**src/rtl/stopwatch_pkg.sv**
```systemverilog
// Shared definitions for the stopwatch lap controller: FSM state encoding
// and an elaboration-time clog2 helper used to size index and count ports.
package stopwatch_pkg;

  typedef enum logic [1:0] {
    IDLE   = 2'd0,
    RUN    = 2'd1,
    STOP   = 2'd2,
    REVIEW = 2'd3
  } state_t;

  function automatic int clog2(input int n);
    int r;
    r = 0;
    while ((1 << r) < n) r++;
    return r;
  endfunction

endpackage

```
**src/rtl/btn_sync_edge.sv**
```systemverilog
// Brings a raw push-button level into the clk domain and emits a one-cycle
// pulse per rising edge. All flops reset high so a button held through reset
// release produces no pulse.
module btn_sync_edge #(
  parameter int SYNC_STAGES = 2
) (
  input  logic clk,
  input  logic reset,
  input  logic btn,
  output logic pulse
);

  logic [SYNC_STAGES-1:0] sync_q;
  logic                   prev_q;

  // NOTE: sequential state uses non-blocking assignments so every flop in the
  // chain samples the value its neighbour held before this edge.
  always_ff @(posedge clk or posedge reset) begin
    if (reset) begin
      sync_q <= '1;
      prev_q <= 1'b1;
    end else begin
      sync_q <= {sync_q[SYNC_STAGES-2:0], btn};
      prev_q <= sync_q[SYNC_STAGES-1];
    end
  end

  assign pulse = sync_q[SYNC_STAGES-1] & ~prev_q;

endmodule

```
**src/rtl/stopwatch_lap_ctrl.sv**
```systemverilog
// Two-button stopwatch: start/stop and lap/clear, with a saturating tick
// counter, a small lap register file and a review mode for stored laps.
module stopwatch_lap_ctrl
  import stopwatch_pkg::*;
#(
  parameter  int CNT_W       = 16,
  parameter  int LAP_DEPTH   = 4,
  parameter  int SYNC_STAGES = 2,
  localparam int LAP_AW      = (clog2(LAP_DEPTH) > 1) ? clog2(LAP_DEPTH) : 1,
  localparam int LCNT_W      = clog2(LAP_DEPTH + 1)
) (
  input  logic              clk,
  input  logic              reset,
  input  logic              tick_en,
  input  logic              btn_ss,
  input  logic              btn_lap,
  output logic              clr,
  output logic              running,
  output logic              review,
  output logic              overflow,
  output logic              lap_full,
  output logic [LCNT_W-1:0] lap_count,
  output logic [LAP_AW-1:0] disp_idx,
  output logic [CNT_W-1:0]  disp_val
);

  localparam logic [CNT_W-1:0] CNT_MAX = '1;

  logic ss_pulse, lap_pulse, lap_only;

  btn_sync_edge #(.SYNC_STAGES(SYNC_STAGES)) u_ss_sync (
    .clk   (clk),
    .reset (reset),
    .btn   (btn_ss),
    .pulse (ss_pulse)
  );

  btn_sync_edge #(.SYNC_STAGES(SYNC_STAGES)) u_lap_sync (
    .clk   (clk),
    .reset (reset),
    .btn   (btn_lap),
    .pulse (lap_pulse)
  );

  // start/stop wins a tie; the coincident lap press is discarded
  assign lap_only = lap_pulse & ~ss_pulse;

  state_t            state_q, state_d;
  logic [CNT_W-1:0]  count_q, count_d;
  logic              overflow_q, overflow_d;
  logic [LCNT_W-1:0] lap_count_q, lap_count_d;
  logic [LAP_AW-1:0] rd_ptr_q, rd_ptr_d;
  logic [CNT_W-1:0]  lap_q [LAP_DEPTH];
  logic              lap_we, to_idle, full;

  assign full = (lap_count_q == LCNT_W'(LAP_DEPTH));

  // NOTE: every combinational output gets a default first so no path through
  // the case statement leaves a variable unassigned, which would infer a latch.
  always_comb begin
    state_d     = state_q;
    count_d     = count_q;
    overflow_d  = overflow_q;
    lap_count_d = lap_count_q;
    rd_ptr_d    = rd_ptr_q;
    lap_we      = 1'b0;
    to_idle     = 1'b0;
    unique case (state_q)
      IDLE: if (ss_pulse) state_d = RUN;
      RUN: begin
        if (tick_en) begin
          if (count_q == CNT_MAX) overflow_d = 1'b1;
          else                    count_d    = count_q + 1'b1;
        end
        if (lap_only && !full) begin
          lap_we      = 1'b1;
          lap_count_d = lap_count_q + 1'b1;
        end
        if (ss_pulse) state_d = STOP;
      end
      STOP: begin
        if (ss_pulse) begin
          state_d = RUN;
        end else if (lap_only) begin
          if (lap_count_q != '0) begin
            state_d  = REVIEW;
            rd_ptr_d = '0;
          end else begin
            to_idle = 1'b1;
          end
        end
      end
      REVIEW: begin
        if (ss_pulse) begin
          state_d = STOP;
        end else if (lap_only) begin
          if (int'(rd_ptr_q) + 1 < int'(lap_count_q)) rd_ptr_d = rd_ptr_q + 1'b1;
          else                                        to_idle  = 1'b1;
        end
      end
      default: state_d = IDLE;
    endcase
    // every route back to IDLE clears the session
    if (to_idle) begin
      state_d     = IDLE;
      count_d     = '0;
      overflow_d  = 1'b0;
      lap_count_d = '0;
      rd_ptr_d    = '0;
    end
  end

  always_ff @(posedge clk or posedge reset) begin
    if (reset) begin
      state_q     <= IDLE;
      count_q     <= '0;
      overflow_q  <= 1'b0;
      lap_count_q <= '0;
      rd_ptr_q    <= '0;
    end else begin
      state_q     <= state_d;
      count_q     <= count_d;
      overflow_q  <= overflow_d;
      lap_count_q <= lap_count_d;
      rd_ptr_q    <= rd_ptr_d;
    end
  end

  // NOTE: the lap file is a handful of flops, so it is reset like any other
  // state; a RAM-backed buffer would not be.
  always_ff @(posedge clk or posedge reset) begin
    if (reset) begin
      for (int i = 0; i < LAP_DEPTH; i++) lap_q[i] <= '0;
    end else if (lap_we) begin
      lap_q[LAP_AW'(lap_count_q)] <= count_q;
    end
  end

  assign clr       = (state_q == IDLE);
  assign running   = (state_q == RUN);
  assign review    = (state_q == REVIEW);
  assign overflow  = overflow_q;
  assign lap_full  = full;
  assign lap_count = lap_count_q;
  assign disp_idx  = review ? rd_ptr_q : '0;
  assign disp_val  = review ? lap_q[rd_ptr_q] : count_q;

endmodule

```
**config.mk**
```make
export PLATFORM = sky130hd
export DESIGN_NAME = stopwatch_lap_ctrl
export DESIGN_NICKNAME = d
export VERILOG_FILES = /design/src/rtl/stopwatch_pkg.sv /design/src/rtl/btn_sync_edge.sv /design/src/rtl/stopwatch_lap_ctrl.sv
export SDC_FILE = /design/constraint.sdc
export NUM_CORES = 1
export LEC_CHECK = 0
export ABC_AREA = 1
export CORE_MARGIN = 2
export CORE_UTILIZATION = 40
export CTS_BUF_LIST = sky130_fd_sc_hd__clkbuf_16
export CTS_CLUSTER_DIAMETER = 40
export DETAILED_ROUTE_END_ITERATION = 12
export DONT_BUFFER_PORTS = 1
export PLACE_DENSITY_LB_ADDON = 0.3
export SLEW_MARGIN = 20
export SYNTH_ARGS = -nofsm -noshare
export SYNTH_HDL_FRONTEND = slang
export SYNTH_SLANG_ARGS = --single-unit
```
**constraint.sdc**
```tcl
create_clock -name clk -period 3.7 [get_ports clk]
set_clock_uncertainty 0.05 [all_clocks]
set_input_delay 0.74 -clock clk [delete_from_list [all_inputs] [get_ports clk]]
set_output_delay 0.74 -clock clk [all_outputs]
set_load 0.005 [all_outputs]
```
==> metrics.txt <==
outcome=finished clean; Setup crit start kind=flop; maximum VDD drop=0.0002026 V; Hold-fix buffers, CTS=0; clock-pin slew on the worst setup and hold paths=0.07 ns; fillers=1182; Starting Density=40.76%; reg2reg end=count_q[14]; H-Tree Depth=3; diode count=0; Die X=114.2 um; Multi-input gate area=0.002162 mm^2; post-synthesis sequential area ratio=48.61%; TritonCTS clock tree=yes; CP arrival=2.05 ns; synth top area cells=dfrtp_1, nand2_1, o21ai_1; leak pwr=2.398 nW; Worst Reg2Reg Path Length in Cells=11; TritonCTS Buffers=9; CP max stage cell=inv_1; most used cell, CP=o21ai_0; critical-path cell list=inv_1 > o21ai_0 > o22ai_1 > nand2_1 > o21ai_0; number of flops mapped to enable cells by yosys=0; Crit. End Element=primary output; die area=0.01303 mm^2; Post-Layout Cell Count=714; Cells after Synth=576; Post-Place Cells=698; number of global-route vias before repair=3607; final max-slew violation count=0; Top-Level Pins=31; Final Setup Violations=0; Root Driver=clkbuf_16; number of core rows=40; # resized after CTS=0; min Tclk post-route=2.841 ns; Worst-Skew Late Latency=0.35 ns; power density cells=617.1 mW/mm^2; WL/cell=14.98 um; Final WS setup=0.8592 ns; DP Wirelength=6896 um; Fmax=0.3520 GHz; Critical Path RT=2.91 ns; clock sink total=94; Die Y=114.2 um; P&R area growth vs syn=8.196%; Yosys reg bits=94; share of cells above drive strength 1=12.87%; CP top delay family=buffers and inverters; unrepaired setup endpoints after global routing=false; storage element area=0.002360 mm^2; final period utilization=76.78%; Yosys cell types=32; Core Area=0.01191 mm^2; grt ovf=0; CTS Buffer Depth=2; worst flop-to-flop path startpoint=rd_ptr_q[0]; Setup Fix Bufs, Post-CTS=0; Iter 0 DRT Violations=293; global-route wire length before repair=17840 um; largest net degree at the start of global routing=61; vias post-DR=3776; max-slew headroom at the worst pin=30.78%; Mapped Area=0.004855 mm^2; Routed WL=10690 um; vias per inst=5.289; max-cap violations=0; R2R Setup Slk=1.30 ns; Worst-Margin Slew=1.037 ns; Worst Setup Slack post-DPL=1.224 ns; # nets final=575; Hold Path Class=in -> async; Buf+Inv Stages, Crit Path=1; share of Yosys cell area claimed by the top area cell type=45.36%; input/output buffers=0; RePlAce Congestion=0.8329; Tot GR Track Use=17.34%; CP max stage delay=0.75 ns; Post-Syn Nets=589; initial antenna violation count=0; most used flip-flop cell after synthesis=dfrtp_1; drt pass-1 iters=5; Synth async-reset ratio=100.0%; post-route setup TNS=0 ns; antenna viol nets, final=0; critical path type=reg -> out; Yosys top cell by area=dfrtp_1; Hold Vio Cnt, Final=0; Worst Path Max Fanout=34; Avg Cell Area, Syn=8.428 um^2; Remaining DRCs=0; Warnings, synthesis=0
[how the worst max path moves through the flow]
stage / end / slack [ns] / from / depth (start not counted)
after floorplan: count_q[0] / 0.47 / reset / 1
after global placement: disp_val[15] / 1.28 / rd_ptr_q[0] / 5
after global routing: disp_val[1] / 0.63 / rd_ptr_q[0] / 5
after detailed placement: disp_val[1] / 1.22 / rd_ptr_q[0] / 5
final: disp_val[2] / 0.86 / rd_ptr_q[0] / 5
after CTS: disp_val[1] / 0.85 / rd_ptr_q[0] / 5
[per-stage QoR]
step                hold slack, ns  util [%]  area, um^2  power (mW)
CTS                         0.3052     44.10        5253       3.267
global route                0.3095     44.10        5253       3.442
finish                      0.2876     44.10        5253       3.242
global placement            0.2960     41.06        4891       2.115
floorplan                   0.2952         -        4855       1.986
detailed placement          0.2973     41.06        4891       2.141
[per-layer routing]
layer	track usage (%)	routed length, um	vias to the layer above
met5	0	0	-
met2	27.98	4991	77
li1	-	-	1860
met1	22.77	5081	1824
met4	6.585	194	0
met3	4.023	425	15
[where the power goes]
part / switching (mW) / total, mW / internal (mW) / leakage, nW
clock network: 0.395 / 1.12 / 0.726 / 0.179
registers: 0.0855 / 1.21 / 1.12 / 1.28
logic: 0.638 / 0.913 / 0.275 / 0.940
total: 1.12 / 3.24 / 2.12 / 2.40
[worst reg2reg max path: stages (launching register included)]
cell     delay, ns
dfrtp_1       0.34
buf_4         0.34
ha_1          0.32
ha_1          0.29
nand3_1       0.08
nand2_1       0.06
nand3_2       0.10
nand2_4       0.17
inv_6         0.20
nand2_8       0.16
nand2_2       0.12
o21ai_2       0.05
[cells in the final DEF (no fill, tap or decap), drive strengths merged, types with 6 or more instances in the layout]
master  synthesis  final
nand2         149    149
o21ai         124    124
dfstp           6      6
o22ai          16     16
nor2           72     72
inv            36     37
clkbuf          8      9
nand4           6      6
ha              8      8
dfrtp          88     88
xor2           13     13
nand3          24     24
[cell families after synthesis]
kind of cell	count (synthesis)	share of synthesized area, %
DFF	94	48.61
and+or+nand+nor	252	23.43
xor gates and xnor gates	13	2.345
buffers and inverters	66	6.855
AOI/OAI and AO/OA	143	16.70
adders and majority gates	8	2.062
[Yosys cell counts (all sizes together) (8+ instances only)]
master,instances
o21ai,124
o22ai,16
ha,8
nor2,72
inv,36
nand2,149
clkbuf,8
dfrtp,88
xor2,13
buf,20
nand3,24
[final cells by class]
type                            instances  share of cell area (%)
Tap cell                              147                   3.502
Multi-Input combinational cell        416                   41.16
Inverter                               38                   2.859
Sequential cell                        94                   44.93
Clock inverter                          7                   2.596
Clock buffer                            9                   4.288
Timing Repair Buffer                    3                  0.6670
[flip-flops by register name, indices dropped and copies added (netlist names)]
| signal | cells |
|---|---|
| lap_q | 64 |
| count_q | 16 |
| lap_count | 3 |
| rd_ptr_q | 2 |
| state_q | 2 |
| u_lap_sync.sync_q | 2 |
| u_ss_sync.sync_q | 2 |
| overflow | 1 |
| u_lap_sync.prev_q | 1 |
| u_ss_sync.prev_q | 1 |
(Power assumes the default switching activity.)
